`config.mk`:
```
export PLATFORM = sky130hd
export DESIGN_NAME = uart_rx_os16
export DESIGN_NICKNAME = d
export VERILOG_FILES = /design/src/rtl/uart_rx_os16.sv
export SDC_FILE = /design/constraint.sdc
export NUM_CORES = 1
export LEC_CHECK = 0
export BUFFER_PORTS_ARGS = -buffer_cell sky130_fd_sc_hd__buf_4
export CAP_MARGIN = 25
export CORE_ASPECT_RATIO = 1.25
export CORE_UTILIZATION = 63
export CTS_BUF_LIST = sky130_fd_sc_hd__clkbuf_8 sky130_fd_sc_hd__clkbuf_16
export CTS_CLUSTER_DIAMETER = 150
export DETAILED_ROUTE_END_ITERATION = 10
export HOLD_SLACK_MARGIN = 0.15
export PLACE_DENSITY = 0.83
export SLEW_MARGIN = 0
export SYNTH_ARGS = -nofsm -noshare
export SYNTH_HDL_FRONTEND = slang
export SYNTH_SLANG_ARGS = --single-unit
export TNS_END_PERCENT = 5
```
`constraint.sdc`:
```
create_clock -name clk -period 4.9 [get_ports clk]
set_input_delay 0.245 -clock clk [delete_from_list [all_inputs] [get_ports clk]]
set_output_delay 0.245 -clock clk [all_outputs]
set_load 0.01 [all_outputs]
```
`src/rtl/uart_rx_os16.sv`:
```
// 16x-oversampling 8N1 UART receiver with start validation, 3-sample majority vote and framing check.
// Define UART_RX_PARITY_EN to insert an even-parity bit after the data bits.
module uart_rx_os16 #(
  parameter int CLK_FREQ = 50_000_000,
  parameter int BAUD     = 115_200
) (
  input  logic       clk,
  input  logic       rst,
  input  logic       rx,
  output logic [7:0] rx_data,
  output logic       rx_end,
  output logic       rx_busy,
  output logic       rx_frame_err,
  output logic       rx_parity_err
);

  localparam int DIV = CLK_FREQ / (BAUD * 16);
  localparam int CW  = (DIV > 1) ? $clog2(DIV) : 1;

  generate
    if (DIV < 1) begin : g_div_check
      $error("uart_rx_os16: CLK_FREQ/(BAUD*16) must be >= 1");
    end
  endgenerate

  localparam logic [2:0] IDLE      = 3'd0;
  localparam logic [2:0] START     = 3'd1;
  localparam logic [2:0] DATA      = 3'd2;
  localparam logic [2:0] STOP      = 3'd4;
  localparam logic [2:0] WAIT_HIGH = 3'd5;
`ifdef UART_RX_PARITY_EN
  localparam logic [2:0] PARITY    = 3'd3;
`endif

  logic          rx_m, rxs;
  logic [CW-1:0] cnt;
  logic          tick;
  logic [3:0]    s;
  logic [2:0]    bit_idx;
  logic [7:0]    shift;
  logic          v7, v8, v9, v_last, vote;
  logic [2:0]    state, state_n;
  logic          end_n, ferr_n;
  logic          bit_end;

  always_ff @(posedge clk or posedge rst) begin
    if (rst) begin
      rx_m <= 1'b1;
      rxs  <= 1'b1;
    end else begin
      rx_m <= rx;
      rxs  <= rx_m;
    end
  end

  assign tick    = (cnt == CW'(DIV - 1));
  assign bit_end = tick && (s == 4'd15);
  // Stop decides at s==9, before v9 is registered, so the live sample stands in.
  assign v_last  = (s == 4'd9) ? rxs : v9;
  assign vote    = (v7 & v8) | (v7 & v_last) | (v8 & v_last);

`ifdef UART_RX_PARITY_EN
  logic par_bit, perr_n, par_ok;
  assign par_ok = ~(^shift ^ par_bit);
`endif

  always_comb begin
    state_n = state;
    end_n   = 1'b0;
    ferr_n  = 1'b0;
`ifdef UART_RX_PARITY_EN
    perr_n  = 1'b0;
`endif
    case (state)
      IDLE:      if (!rxs) state_n = START;
      START:     if (bit_end) state_n = vote ? IDLE : DATA;
      DATA: begin
        if (bit_end && bit_idx == 3'd7) begin
`ifdef UART_RX_PARITY_EN
          state_n = PARITY;
`else
          state_n = STOP;
`endif
        end
      end
`ifdef UART_RX_PARITY_EN
      PARITY:    if (bit_end) state_n = STOP;
`endif
      STOP: begin
        if (tick && s == 4'd9) begin
          if (vote) begin
            state_n = IDLE;
`ifdef UART_RX_PARITY_EN
            end_n  = par_ok;
            perr_n = ~par_ok;
`else
            end_n  = 1'b1;
`endif
          end else begin
            state_n = WAIT_HIGH;
            ferr_n  = 1'b1;
          end
        end
      end
      WAIT_HIGH: if (rxs) state_n = IDLE;
      default:   state_n = IDLE;
    endcase
  end

  always_ff @(posedge clk or posedge rst) begin
    if (rst) begin
      state        <= IDLE;
      cnt          <= '0;
      s            <= '0;
      bit_idx      <= '0;
      shift        <= '0;
      v7           <= 1'b0;
      v8           <= 1'b0;
      v9           <= 1'b0;
      rx_data      <= '0;
      rx_end       <= 1'b0;
      rx_busy      <= 1'b0;
      rx_frame_err <= 1'b0;
    end else begin
      state        <= state_n;
      rx_busy      <= (state_n != IDLE);
      rx_end       <= end_n;
      rx_frame_err <= ferr_n;
      if (end_n) rx_data <= shift;

      if (state == IDLE && !rxs) begin
        cnt <= '0;
        s   <= '0;
      end else begin
        cnt <= tick ? '0 : CW'(cnt + 1'b1);
        if (tick && state != IDLE) s <= s + 4'd1;
      end

      if (tick) begin
        if (s == 4'd7) v7 <= rxs;
        if (s == 4'd8) v8 <= rxs;
        if (s == 4'd9) v9 <= rxs;
      end

      if (state == START && bit_end) bit_idx <= '0;
      if (state == DATA && bit_end) begin
        shift[bit_idx] <= vote;
        bit_idx        <= bit_idx + 3'd1;
      end
    end
  end

`ifdef UART_RX_PARITY_EN
  always_ff @(posedge clk or posedge rst) begin
    if (rst) begin
      par_bit       <= 1'b0;
      rx_parity_err <= 1'b0;
    end else begin
      rx_parity_err <= perr_n;
      if (state == PARITY && bit_end) par_bit <= vote;
    end
  end
`else
  assign rx_parity_err = 1'b0;
`endif

endmodule

```
==> results.sh <==
export IMPL_syn_to_final_growth_pct=11.3
export IMPL_dp_hpwl_mm=2.46
export IMPL_num_vias=1316
export IMPL_status="complete, no violations"
export IMPL_grt_pass1_wl_mm=6.05
export IMPL_final_setup_viol_count=0
export IMPL_final_nets=192
export IMPL_grt_util_met2_pct=40.1
export IMPL_hold_class="reg -> reg"
export IMPL_wl_mm=3.50
export IMPL_final_cell_mix="37 x dfrtp_1, 19 x mux2_2, 14 x buf_4"
export IMPL_slew_viol_final=0
export IMPL_regArea_um2=978
export IMPL_synthFlopType="dfrtp_1"
export IMPL_synth_cell_types=46
export IMPL_power_mw=0.558
export IMPL_cts_root_buf="clkbuf_8"
export IMPL_crit_buf_inv=1
export IMPL_synth_ff_latch_count=39
export IMPL_timing_fmax_mhz=452
export IMPL_setup_worst_path_start_class="register"
export IMPL_fin_ws_ps=2690
export IMPL_syn_area_um2=1970
export IMPL_arrival_ps=2380
export IMPL_reg2regPathDepth=6
export IMPL_clock_path_buffers=2
export IMPL_synth_fp_nets=178
export IMPL_avgSynthCellArea_um2=11.7
export IMPL_r2r_slack_ps=2690
export IMPL_grt_antenna_before_repair=0
export IMPL_yosysTopAreaCell="dfrtp_1"
export IMPL_multi_input_area_um2=920
export IMPL_initialDrtViolationCount=30
export IMPL_clk_latency_ps=280
export IMPL_fp_dieH_um=64.5
export IMPL_path_cells="inv_1 > ha_1 > nand4b_2 > nor4_4 > and4bb_2 > mux2_2"
export IMPL_synth_top_area_share_pct=47.0
export IMPL_max_slew_margin_pct=63.5
export IMPL_min_from="rx_m$_DFF_PP1_"
export IMPL_layout_cells_non_filler=219
export IMPL_cpPeakStageDelay_ps=510
export IMPL_regToRegEndpoint="shift[4]$_DFFE_PP0P_"
export IMPL_p_per_area_nw_per_um2=255
export IMPL_hold_path_end="rxs$_DFF_PP1_"
export IMPL_busiest_layer="met2"
export IMPL_vias_per_cell=6.01
export IMPL_numCtsBuffers=5
export IMPL_gp_congestion=0.815
export IMPL_rr_startpoint="cnt[0]$_DFF_PP0_"
export IMPL_dp_cells=209
export IMPL_crit_slowest_cell="nor4_4"
export IMPL_num_antenna_cells=0
export IMPL_synth_area_leaders="dfrtp_1 47%, mux2_2 11%, ha_1 4.5%"
export IMPL_grt_overflow=0
export IMPL_grt_usage_pct=24.7
export IMPL_max_slew_worst_pin_slew_ps=542
export IMPL_final_util_pct=74.3
export IMPL_post_cts_buffers=0
export IMPL_n_fill_cell=196
export IMPL_grt_use_met1_pct=33.8
export IMPL_die_width_um=52.0
export IMPL_dr_pass1_iters=4
export IMPL_grt_met3_usage_pct=5.63
export IMPL_async_flop_share_pct=100
export IMPL_cts_sinks=39
export IMPL_htreeDepth=2
export IMPL_rows=22
export IMPL_layout_commonest_cell="dfrtp_1"
export IMPL_rsz0062_at_grt="no"
export IMPL_ys_warn_count=0
export IMPL_min_period_over_period_pct=45.2
export IMPL_place_ws_ps=2690
export IMPL_setup_tns_ps=0
export IMPL_cts_tree="done"
export IMPL_end_kind="register"
export IMPL_final_antenna_net_count=0
export IMPL_critPathKind="reg -> reg"
export IMPL_hold_depth=0
export IMPL_p_leak_nw=1.03
export IMPL_crit_required_ps=5070
export IMPL_vdd_drop_max_v=0.000242
export IMPL_layout_drive_gt1_share_pct=27.9
export IMPL_synth_edf_count=0
export IMPL_hold_viol=0
export IMPL_clkTransAtPathRegs_ps=80
export IMPL_grt_max_degree=40
export IMPL_ys_seq_area_share_pct=49.7
export IMPL_worstPathMaxFanout=10
export IMPL_grt_pass1_vias=1270
export IMPL_fin_crit_ps=2210
export IMPL_placement_io_buffers=13
export IMPL_start_util_pct=66.8
export IMPL_critPathTopFamily="simple AND/OR/NAND/NOR gates"
export IMPL_core_area_um2=2950
export IMPL_syn_inst=168
export IMPL_route_detailed_drc=0
export IMPL_die_area_um2=3350
export IMPL_ios=15
export IMPL_maxCapViolations=0
export IMPL_skew_ps=6.15
export IMPL_routedWlPerCell_um=16.0
==> synth_stat cells, types with 3 or more instances <==
master     count
nand2_1        9
clkbuf_1       3
nand4b_1       6
nor4_1         3
o2bb2ai_1      3
dfrtp_1       37
nor3_1         4
ha_1           7
nor2b_1        3
mux2_2        19
nor2_1        11
inv_1          7
nand2b_1       5
nand3_1        8
==> layout make-up <==
cell class,instances,share of cell area (%)
Tap cell,36,2.06
Timing Repair Buffer,16,5.71
Clock inverter,2,0.571
Multi-Input combinational cell,113,42.0
Inverter,7,1.20
Clock buffer,6,3.77
Sequential cell,39,44.7
==> through the flow <==
| stage | cell area [µm²] | hold WS [ps] |
|---|---|---|
| 3_3_place_gp | 2070 | 345 |
| 6_report | 2190 | 357 |
| 2_1_floorplan | 1970 | 249 |
| 5_1_grt | 2190 | 367 |
| 4_1_cts | 2190 | 359 |
| 3_5_place_dp | 2070 | 347 |
==> cells by family (layout without fill, tap and decap cells) <==
logic type | count (synthesis) | count (layout) | synth area share (%)
fa+ha+maj | 8 | 8 | 4.96
other cells | 1 | 1 | 0.191
xor+xnor | 4 | 4 | 1.78
compound gates | 17 | 17 | 7.12
simple gates | 62 | 62 | 20.8
buf+inv | 16 | 31 | 3.56
flops | 39 | 39 | 49.7
mux | 21 | 21 | 11.9
==> worst max path at each step <==
stage / from / end / slack, ps / cells past startpoint
3_3_place_gp: cnt[0]$_DFF_PP0_ / shift[4]$_DFFE_PP0P_ / 2810 / 6
3_5_place_dp: cnt[0]$_DFF_PP0_ / shift[4]$_DFFE_PP0P_ / 2690 / 6
2_1_floorplan: cnt[0]$_DFF_PP0_ / shift[4]$_DFFE_PP0P_ / 2920 / 6
4_1_cts: cnt[0]$_DFF_PP0_ / shift[4]$_DFFE_PP0P_ / 2670 / 6
6_report: cnt[0]$_DFF_PP0_ / shift[4]$_DFFE_PP0P_ / 2690 / 6
5_1_grt: cnt[0]$_DFF_PP0_ / shift[4]$_DFFE_PP0P_ / 2550 / 6
==> worst reg2reg max path: stages, from the launching register on <==
cell and delay, ps:
dfrtp_1 420, inv_1 70, ha_1 170, nand4b_2 300, nor4_4 510, and4bb_2 300, mux2_2 330
==> power by group <==
group          internal, mW  switching, mW  leakage [nW]
clock                 0.113          0.111        0.0526
sequential            0.323        0.00128         0.508
combinational       0.00288        0.00695         0.465
==> registers in the layout, indices dropped and copies added (netlist names), 3 cells and up <==
| signal | flops |
|---|---|
| rx_data | 8 |
| shift | 8 |
| cnt | 5 |
| s | 4 |
| bit_idx | 3 |
| state | 3 |
==> metal layers <==
layer | up-vias | share of wire, %
li1 | 631 | -
met1 | 657 | 45
met2 | 25 | 51
met3 | 3 | 2.8
met4 | 0 | 0.60
met5 | - | 0
==> repair_timing <==
item | 4_1_cts | 5_1_grt
hold buffers | 2 | 0
hold endpoints to repair | 38 | 0
resized for setup | 0 | 0
Note: power is estimated with default switching activity, not from simulation.
